<file path="src/rtl/muldiv_pkg.sv">
// Shared types and constants for the RV32M multiply/divide sequencer.
package muldiv_pkg;

  localparam int unsigned MULDIV_XLEN = 32;
  localparam int unsigned CNT_W       = $clog2(MULDIV_XLEN);

  typedef enum logic [2:0] {
    OP_MUL    = 3'd0,
    OP_MULH   = 3'd1,
    OP_MULHSU = 3'd2,
    OP_MULHU  = 3'd3,
    OP_DIV    = 3'd4,
    OP_DIVU   = 3'd5,
    OP_REM    = 3'd6,
    OP_REMU   = 3'd7
  } muldiv_op_e;

  typedef enum logic [1:0] {
    IDLE = 2'd0,
    CALC = 2'd1,
    FIX  = 2'd2,
    DONE = 2'd3
  } muldiv_state_e;

  function automatic logic op_is_div(input muldiv_op_e o);
    return (o == OP_DIV) || (o == OP_DIVU) || (o == OP_REM) || (o == OP_REMU);
  endfunction

endpackage

</file>
<file path="src/rtl/muldiv_datapath.sv">
// Iterative engine: one shift-add multiply step or one restoring-divide step per cycle
// on unsigned magnitudes held in a hi/lo register pair.
module muldiv_datapath #(
  parameter int unsigned XLEN = 32
) (
  input  logic            clk,
  input  logic            rst,
  input  logic            load_i,
  input  logic            step_i,
  input  logic            is_div_i,
  input  logic [XLEN-1:0] opnd_i,
  input  logic [XLEN-1:0] lo_init_i,
  output logic [XLEN-1:0] hi_o,
  output logic [XLEN-1:0] lo_o
);

  logic [XLEN-1:0] hi_q, hi_d;
  logic [XLEN-1:0] lo_q, lo_d;
  logic [XLEN-1:0] opnd_q, opnd_d;
  logic [XLEN-1:0] addend;
  logic [XLEN:0]   sum;
  logic [XLEN:0]   shifted;
  logic [XLEN:0]   diff;

  // Mul: lo holds the multiplier, shifted out LSB-first while the product grows into hi.
  // Div: lo holds the dividend, shifted out MSB-first while quotient bits shift in.
  always_comb begin
    addend  = lo_q[0] ? opnd_q : '0;
    sum     = {1'b0, hi_q} + {1'b0, addend};
    shifted = {hi_q, lo_q[XLEN-1]};
    diff    = shifted - {1'b0, opnd_q};
    hi_d    = hi_q;
    lo_d    = lo_q;
    opnd_d  = opnd_q;
    if (load_i) begin
      hi_d   = '0;
      lo_d   = lo_init_i;
      opnd_d = opnd_i;
    end else if (step_i) begin
      if (is_div_i) begin
        hi_d = diff[XLEN] ? shifted[XLEN-1:0] : diff[XLEN-1:0];
        lo_d = {lo_q[XLEN-2:0], ~diff[XLEN]};
      end else begin
        hi_d = sum[XLEN:1];
        lo_d = {sum[0], lo_q[XLEN-1:1]};
      end
    end
  end

  always_ff @(posedge clk) begin
    if (rst) begin
      hi_q   <= '0;
      lo_q   <= '0;
      opnd_q <= '0;
    end else begin
      hi_q   <= hi_d;
      lo_q   <= lo_d;
      opnd_q <= opnd_d;
    end
  end

  assign hi_o = hi_q;
  assign lo_o = lo_q;

endmodule

</file>
<file path="src/rtl/muldiv_sequencer.sv">
// RV32M multi-cycle multiply/divide sequencer: accepts one op from EX, stalls the front
// of the pipeline while iterating, then presents a sign-corrected result for one cycle.
module muldiv_sequencer
  import muldiv_pkg::*;
#(
  parameter int unsigned XLEN      = MULDIV_XLEN,
  parameter bit          FAST_ZERO = 1'b1
) (
  input  logic            clk,
  input  logic            rst,
  input  logic            start,
  input  logic [2:0]      op,
  input  logic [XLEN-1:0] rs1_data,
  input  logic [XLEN-1:0] rs2_data,
  input  logic            flush,
  output logic            stall,
  output logic            busy,
  output logic            done,
  output logic [XLEN-1:0] result
);

  localparam int unsigned CW = $clog2(XLEN);

  muldiv_state_e   state_q, state_d;
  muldiv_op_e      op_q, op_d, op_in;
  logic [CW-1:0]   cnt_q, cnt_d;
  logic [XLEN-1:0] a_mag_q, a_mag_d;
  logic            sign_a_q, sign_a_d, sign_b_q, sign_b_d;
  logic            b_zero_q, b_zero_d, fast_q, fast_d;
  logic [XLEN-1:0] result_q, result_d;

  logic            sa, sb, skip, load, step;
  logic [XLEN-1:0] a_mag, b_mag, dp_hi, dp_lo;
  logic [2*XLEN-1:0] prod, prod_fix;
  logic [XLEN-1:0] mul_res, quo, rem_mag, rem, fix_res;

  always_comb begin
    op_in = muldiv_op_e'(op);
    sa    = rs1_data[XLEN-1] & (op_in inside {OP_MULH, OP_MULHSU, OP_DIV, OP_REM});
    sb    = rs2_data[XLEN-1] & (op_in inside {OP_MULH, OP_DIV, OP_REM});
    a_mag = sa ? -rs1_data : rs1_data;
    b_mag = sb ? -rs2_data : rs2_data;
    skip  = FAST_ZERO && ((rs2_data == '0) || (!op_is_div(op_in) && (rs1_data == '0)));
  end

  muldiv_datapath #(.XLEN(XLEN)) u_datapath (
    .clk      (clk),
    .rst      (rst),
    .load_i   (load),
    .step_i   (step),
    .is_div_i (op_is_div(op_q)),
    .opnd_i   (op_is_div(op_in) ? b_mag : a_mag),
    .lo_init_i(op_is_div(op_in) ? a_mag : b_mag),
    .hi_o     (dp_hi),
    .lo_o     (dp_lo)
  );

  // Division by zero bypasses the iterated quotient/remainder so both the fast and the
  // iterated paths yield all-ones and A; a skipped multiply is always zero.
  always_comb begin
    prod     = {dp_hi, dp_lo};
    prod_fix = (sign_a_q ^ sign_b_q) ? -prod : prod;
    if (fast_q)
      mul_res = '0;
    else if (op_q == OP_MUL)
      mul_res = prod_fix[XLEN-1:0];
    else
      mul_res = prod_fix[2*XLEN-1:XLEN];
    quo      = b_zero_q ? '1 : ((sign_a_q ^ sign_b_q) ? -dp_lo : dp_lo);
    rem_mag  = b_zero_q ? a_mag_q : dp_hi;
    rem      = sign_a_q ? -rem_mag : rem_mag;
    if (!op_is_div(op_q))
      fix_res = mul_res;
    else if (op_q inside {OP_DIV, OP_DIVU})
      fix_res = quo;
    else
      fix_res = rem;
  end

  always_comb begin
    state_d  = state_q;
    op_d     = op_q;
    cnt_d    = cnt_q;
    a_mag_d  = a_mag_q;
    sign_a_d = sign_a_q;
    sign_b_d = sign_b_q;
    b_zero_d = b_zero_q;
    fast_d   = fast_q;
    result_d = result_q;
    load     = 1'b0;
    step     = 1'b0;
    stall    = 1'b0;
    done     = 1'b0;
    case (state_q)
      IDLE: begin
        if (start && !flush) begin
          stall    = 1'b1;
          load     = 1'b1;
          op_d     = op_in;
          a_mag_d  = a_mag;
          sign_a_d = sa;
          sign_b_d = sb;
          b_zero_d = (rs2_data == '0);
          fast_d   = skip;
          cnt_d    = CW'(XLEN - 1);
          state_d  = skip ? FIX : CALC;
        end
      end
      CALC: begin
        stall = 1'b1;
        if (flush) begin
          state_d = IDLE;
        end else begin
          step = 1'b1;
          if (cnt_q == '0) state_d = FIX;
          else             cnt_d   = cnt_q - 1'b1;
        end
      end
      FIX: begin
        stall = 1'b1;
        if (flush) begin
          state_d = IDLE;
        end else begin
          result_d = fix_res;
          state_d  = DONE;
        end
      end
      DONE: begin
        done    = !flush;
        state_d = IDLE;
      end
      default: state_d = IDLE;
    endcase
  end

  always_ff @(posedge clk) begin
    if (rst) begin
      state_q  <= IDLE;
      op_q     <= OP_MUL;
      cnt_q    <= '0;
      a_mag_q  <= '0;
      sign_a_q <= 1'b0;
      sign_b_q <= 1'b0;
      b_zero_q <= 1'b0;
      fast_q   <= 1'b0;
      result_q <= '0;
    end else begin
      state_q  <= state_d;
      op_q     <= op_d;
      cnt_q    <= cnt_d;
      a_mag_q  <= a_mag_d;
      sign_a_q <= sign_a_d;
      sign_b_q <= sign_b_d;
      b_zero_q <= b_zero_d;
      fast_q   <= fast_d;
      result_q <= result_d;
    end
  end

  assign busy   = (state_q != IDLE);
  assign result = result_q;

endmodule

</file>
<file path="config.mk">
export PLATFORM = sky130hd
export DESIGN_NAME = muldiv_sequencer
export DESIGN_NICKNAME = d
export VERILOG_FILES = /design/src/rtl/muldiv_pkg.sv /design/src/rtl/muldiv_datapath.sv /design/src/rtl/muldiv_sequencer.sv
export SDC_FILE = /design/constraint.sdc
export NUM_CORES = 1
export LEC_CHECK = 0
export ABC_AREA = 1
export CORE_MARGIN = 2
export CORE_UTILIZATION = 35
export DETAILED_ROUTE_END_ITERATION = 10
export GPL_ROUTABILITY_DRIVEN = 0
export PLACE_DENSITY = 0.54
export SETUP_SLACK_MARGIN = 0.2
export SLEW_MARGIN = 15
export SYNTH_ARGS = -nofsm -noshare
export SYNTH_HDL_FRONTEND = slang
export SYNTH_SLANG_ARGS = --single-unit
export TNS_END_PERCENT = 1
</file>
<file path="constraint.sdc">
create_clock -name clk -period 6.9 [get_ports clk]
set_input_delay 1.38 -clock clk [delete_from_list [all_inputs] [get_ports clk]]
set_output_delay 1.38 -clock clk [all_outputs]
set_load 0.02 [all_outputs]
</file>
==> results of run 1 <==
-- cells in the final DEF (no fill, tap or decap), types with 70 or more instances in the layout --
master / netlist / layout
clkdlybuf4s50_1: 0 / 105
dfxtp_1: 174 / 173
nand2_1: 1054 / 1054
nor2_1: 367 / 362
inv_1: 509 / 507
xor2_1: 70 / 70
o21ai_0: 232 / 232
nand3_1: 320 / 320
ha_1: 75 / 75
a21oi_1: 183 / 183
-- state kept, by name, summed over array words and instances (netlist names) --
signal,cells
a_mag_q,32
b_zero_q,1
cnt_q,5
fast_q,1
op_q,3
result,32
sign_a_q,1
sign_b_q,1
state_q,2
u_datapath.hi_o,32
u_datapath.lo_o,32
u_datapath.opnd_q,32
-- per-layer routing --
layer  wire length [um]  track usage (%)  share of wire [%]
met5                  0                0                  0
met4               5284            16.94                6.1
met3               7603            5.231                8.8
met2              36000            45.90                 42
met1              37570            41.24                 43
-- logic make-up after synthesis --
family,synth area share [%]
buffers and inverters,13.36
and+or+nand+nor,41.00
AOI/OAI and AO/OA,17.78
adders and majority gates,5.184
xor gates and xnor gates,4.223
DFF,18.46
-- worst min-delay path, delay by kind of cell (launching register included) --
kind | cells | cell delay, ns
DFF | 1 | 0.32
and+or+nand+nor | 2 | 0.10
-- synth_stat cells (all sizes together) --
library cell	n	area [sq um]
nand2	1059	3988
inv	514	1929
nor2	374	1421
nand3	322	1622
o21ai	254	1286
a21oi	183	915.9
dfxtp	174	3483
ha	75	938.4
xor2	70	613.1
clkbuf	69	259.0
buf	50	310.3
nand4	47	294.0
o211ai	34	255.2
a221oi	32	280.3
a31oi	28	175.2
nor3	28	150.1
xnor2	18	183.9
nand3b	16	120.1
a22o	12	105.1
o22ai	10	62.56
or2	10	62.56
o21bai	9	67.56
clkinv	6	22.52
a21o	5	37.54
and2	5	31.28
nor4	5	31.28
o21a	5	37.54
o221ai	5	43.79
a22oi	4	30.03
a211oi	2	15.01
a21boi	2	15.01
fa	2	40.04
o31ai	2	20.02
a31o	1	8.760
nor3b	1	18.77
-- worst max path at each step --
stage	start	endpoint	slack [ns]
2_1_floorplan	start	stall	3.19
4_1_cts	flush	stall	2.58
3_5_place_dp	flush	u_datapath.lo_o[7]	2.50
5_1_grt	flush	stall	2.50
6_report	flush	stall	2.59
3_3_place_gp	flush	u_datapath.lo_o[18]	2.55
-- through the flow --
| stage | util, % | cells | setup WS (ns) | total power, uW |
|---|---|---|---|---|
| 2_1_floorplan | - | 3433 | 3.190 | 5422 |
| 3_3_place_gp | 38.11 | 4138 | 2.548 | 7283 |
| 3_5_place_dp | 38.11 | 4138 | 2.498 | 7270 |
| 4_1_cts | 39.17 | 4169 | 2.583 | 8273 |
| 5_1_grt | 39.17 | 4169 | 2.496 | 9113 |
| 6_report | 39.18 | 4170 | 2.592 | 8436 |
-- power breakdown --
| group | internal [uW] | total [uW] | switching (uW) |
|---|---|---|---|
| clock | 513 | 989 | 476 |
| combinational | 1700 | 5880 | 4180 |
| sequential | 1200 | 1570 | 363 |
| total | 3420 | 8440 | 5020 |
-- layout make-up --
class | count | area (sq um)
diodes | 1 | 2.502
clock buffers | 18 | 439.2
clock inverters | 13 | 130.1
fillers | 6148 | 32600
inverters | 520 | 1952
multi-input cells | 2620 | 12900
flip-flops and latches | 174 | 3485
well taps | 696 | 870.8
repair buffers | 128 | 1224
==> results.md, run 1 <==
- Worst vdd ir: approximately 0.22 mV
- Max-Cap Viols: 0
- Overall routed net length: about 86 mm
- Leak Pwr: between 0.01 and 0.015 uW
- Worst r2r src: u_datapath.lo_o[31]
- Fin. Hold Viols: 0
- Delay of the slowest critical-path stage: 0.62 ns
- Syn avg cell area: about 5.5 sq um
- Unique masters post-synth: 48
- CP Launch Type: primary input
- Area of the die: about 56000 sq um
- Slowest stage cell, crit path: clkdlybuf4s50_1
- Hold_sp: a_mag_q[22]
- Largest net degree at the start of global routing: 76
- Setup repair after global routing missed its margin: false
- CTS tree: yes
- I/O pin cnt: around 110
- Crit path DAT: a little under 3 ns
- Final period util: a little over three fifths
- Worst clock skew: 0.01756 ns
- Cell count after synthesis: 3433
- Worst r2r dst: u_datapath.hi_o[20]
- Crit end category: primary output
- Later-pin clock latency in the skew report: 0.47 ns
- # nets final: between 3000 and 4000
- Clock sink total: between 150 and 200
- Vias: 22820
- Min-delay worst type: flop to flop
- Layout cell share with drive strength beyond 1: roughly 2.9%
- Height of the die: 236.2 um
- Reg2Reg Depth: 20
- PortBufs: ~110
- Yosys warns: 0
- Total core area: around 54000 sq um
- Flop-to-flop setup slack: just under 3 ns
- Post-Route Hold Slack: ~0.46 ns
- First-pass GRT wire length: approximately 130 mm
- Starting Density: about a third
- Rows: 85
- Slew Limit Headroom: 26.62%
- Top cell family by delay on the critical path: buffers and inverters
- Cells on Worst Hold Path: 2
- Critical Path RT: between 5 and 6 ns
- Fin crit period: roughly 4.3 ns
- CTS max path bufs: 2
- Worst-Margin Slew: about 1.1 ns
- Worst Hold Endpoint: a_mag_q[22]
- Achievable frequency: approximately 230 MHz
- Critical Path Most Common Cell: clkdlybuf4s50_1
- Post-detail-place hpwl: 69.51 mm
- Post-DP Area: around 20000 sq um
- Iter 0 DRT Violations: about 3000
- Clock transition at path regs: ~0.08 ns
- Vias in the first global route: around 21000
- Setup violators final: 0
- Global Route Usage Sum: 30.51%
- Drt first pass iters: 7
- Largest fanout on the critical path: 4
- Clock root cell: clkbuf_16
- Total grt overflow: 0
- CP Depth: 5
- Fin area: approximately 21000 sq um
- DRT antenna net count: 0
- Clock buffer count from CTS: 17
- Remaining DRCs: 0
- Antenna violations before repair: 0
- Setup TNS: 0 ns
- Worst Path Buf+Inv: 2
- Cell Chain, Critical Path: clkdlybuf4s50_1 > nor2_1 > nand2_1 > a21oi_1 > clkdlybuf4s50_1
- Post-Syn Area: around 19000 sq um
- Outcome: complete, no violations
- Pwr/cell area: between 400 and 500 nW/um^2
- Crit Path Class: primary input to primary output
- Syn Nets: 3581
- Sequential area share after synthesis: 18.46%
- Fin. max-slew vios: 0
- Post-DR vias/cell: about 5.5
- Post-CTS Repair Setup Buffers: 0
- # hold bufs at CTS: 0
- H-tree depth: 4
- #FFs+latches synth: ~170
- WL/cell: 20.73 um
- PostCTS Resize Cnt: 0
- P&R area growth vs syn: 11.26%
- Die Wd: around 240 um
No activity file was read; power rests on OpenSTA's default activity.
==> run 2: changes to the inputs <==
Settings changed: PLACE_DENSITY 0.54 to 0.56.
Clock period 6.9 ns to 3.75 ns, I/O delays scaled along.
==> run 2 against run 1 <==
Combinational power is 89% higher. Global-route usage is 0.29 points lower. Sequential share of layout area is 0.32 points lower. Sequential cell count stayed put.
==> results.md, run 2 (synthesis gave the netlist of run 1 again) <==
- Pwr/cell area: 739.6 nW/um^2
- Crit end category: primary output
- Largest fanout on the critical path: 7
- Layout cell share with drive strength beyond 1: roughly 4.2%
- Max-Cap Viols: 0
- Height of the die: 236.2 um
- P&R area growth vs syn: 13.48%
- Fin. Hold Viols: 0
- Fin crit period: around 3.3 ns
- Worst r2r dst: u_datapath.hi_o[27]
- WL/cell: 20.52 um
- Most common cell after layout, fill and taps aside: nand2_1
- Clock root cell: clkbuf_16
- Design Power: roughly 16000 uW
- Comb power frac: 70.1%
- Iter 0 DRT Violations: a little under 3000
- Post-DR vias/cell: around 5.5
- Area of the die: approximately 56000 sq um
- # nets final: 3658
- Overall routed net length: 86.58 mm
- DRT antenna net count: 0
- Post-detail-place hpwl: approximately 71 mm
- Most frequent cells in the layout: nand2_1, inv_1, nor2_1
- Worst Path Buf+Inv: 2
- Remaining DRCs: 0
- Total core area: 53600 sq um
- Achievable frequency: roughly 310 MHz
- Crit Path Class: primary input to primary output
- Slowest stage cell, crit path: clkdlybuf4s50_1
- Fin. max-slew vios: 0
- Delay of the slowest critical-path stage: about 0.61 ns
- Global Route Usage Sum: between 30 and 40%
- Worst Hold Endpoint: cnt_q[0]
- Crit path DAT: roughly 2.5 ns
- Critical Path Most Common Cell: clkdlybuf4s50_1
- Leak Pwr: 0.01093 uW
- PortBufs: around 110
- CP Launch Type: primary input
- Final Util: 39.96%
- I/O pin cnt: roughly 110
- Clock buffer count from CTS: 17
- Critical Path RT: about 3 ns
- Switching portion of total power: 58.76%
- Total grt overflow: 0
- Setup repair after global routing missed its margin: false
- Starting Density: between 30% and 40%
- # hold bufs at CTS: 0
- Vias in the first global route: 20780
- Worst vdd ir: between 0.4 and 0.5 mV
- Hold_sp: cnt_q[0]
- Min-delay worst type: flop to flop
- Cell Chain, Critical Path: clkdlybuf4s50_1 > nor2_1 > nand2_1 > a21oi_1 > clkdlybuf4s50_1
- Worst r2r src: u_datapath.lo_o[31]
- Flop-to-flop setup slack: between 0.5 and 0.6 ns
- Largest net degree at the start of global routing: 54
- Die Wd: 236.2 um
- Antenna cells: 0
- Psw: 9309 uW
- H-tree depth: 4
- Slew Limit Headroom: 31.05%
- Worst-Margin Slew: between 1 and 1.5 ns
- Vias: approximately 23000
- Clock sink total: approximately 170
- Internal power: ~6500 uW
- Clk pwr share: between 10% and 20%
- Final period util: 86.73%
- Reg2Reg Depth: 19
- Drt first pass iters: 6
- Later-pin clock latency in the skew report: 0.48 ns
- Rows: between 80 and 90
- CTS max path bufs: 2
- CTS tree: yes
- Setup violators final: 0
- Antenna violations before repair: 0
- First-pass GRT wire length: around 130 mm
- Outcome: complete, no violations
- Cells on Worst Hold Path: 1
- Crit path from: flush
- Clock transition at path regs: approximately 0.070 ns
- Flop pwr share: about 18%
- Setup TNS: 0 ns
- Worst clock skew: between 0.015 and 0.02 ns
- Top cell family by delay on the critical path: buffers and inverters
[run 2: cell types whose count changed in the layout (fill, tap and decap cells not counted)]
cell	previous run	this run
buf_4	23	70
clkinv_4	3	2
nand2_2	5	4
buf_12	0	2
inv_2	7	6
inv_8	2	1
clkbuf_1	0	2
nand2_4	0	1
bufinv_16	1	2
clkinv_1	6	7
inv_6	3	2
clkbuf_8	1	2
diode_2	1	0
[run 2: how the worst max path moves through the flow]
stage,end,slack [ns],cells after the start
after floorplan,stall,1.30,6
after global placement,u_datapath.lo_o[26],0.37,15
after detailed placement,u_datapath.lo_o[26],0.34,15
after CTS,u_datapath.hi_o[19],0.39,17
after global routing,u_datapath.hi_o[27],0.33,19
final,stall,0.50,5
[run 2: power groups by stage]
stage	Clock, uW	Combinational [uW]	Sequential, uW
3_3_place_gp	0	10800	2860
6_report	1880	11100	2860
5_1_grt	1960	12100	2860
2_1_floorplan	0	7380	2600
3_5_place_dp	0	10700	2860
4_1_cts	1890	10800	2820
[run 2: repair_timing]
| item | 4_1_cts | 5_1_grt |
|---|---|---|
| setup buffers | 0 | 0 |
| hold endpoints to repair | 0 | 0 |
| resized for setup | 0 | 1 |
| endpoints found under the setup margin | 0 | 13 |
[run 2: stage by stage]
step / area (sq um) / hold WS [ns] / setup slack [ns] / instances
floorplan: 18870 / 0.4258 / 1.300 / 3433
global placement: 20820 / 0.4571 / 0.3697 / 4187
detailed placement: 20820 / 0.4573 / 0.3428 / 4187
CTS: 21410 / 0.4668 / 0.3914 / 4219
global route: 21420 / 0.4920 / 0.3266 / 4219
finish: 21420 / 0.4650 / 0.4978 / 4219
[run 2: area by class of cell]
type	instances	area, sq um
clock buffers	21	460.4
clock inverters	11	131.4
fillers	6210	32180
inverters	520	1952
multi-input cells	2620	12900
flip-flops and latches	174	3485
well taps	696	870.8
repair buffers	177	1617
[run 2: layer usage]
| metal | wire (um) | vias up | track usage, % |
|---|---|---|---|
| li1 | - | 11240 | - |
| met1 | 36780 | 10520 | 40.84 |
| met2 | 36880 | 1181 | 46.44 |
| met3 | 8072 | 231 | 4.985 |
| met4 | 4849 | 0 | 15.02 |
| met5 | 0 | - | 0 |
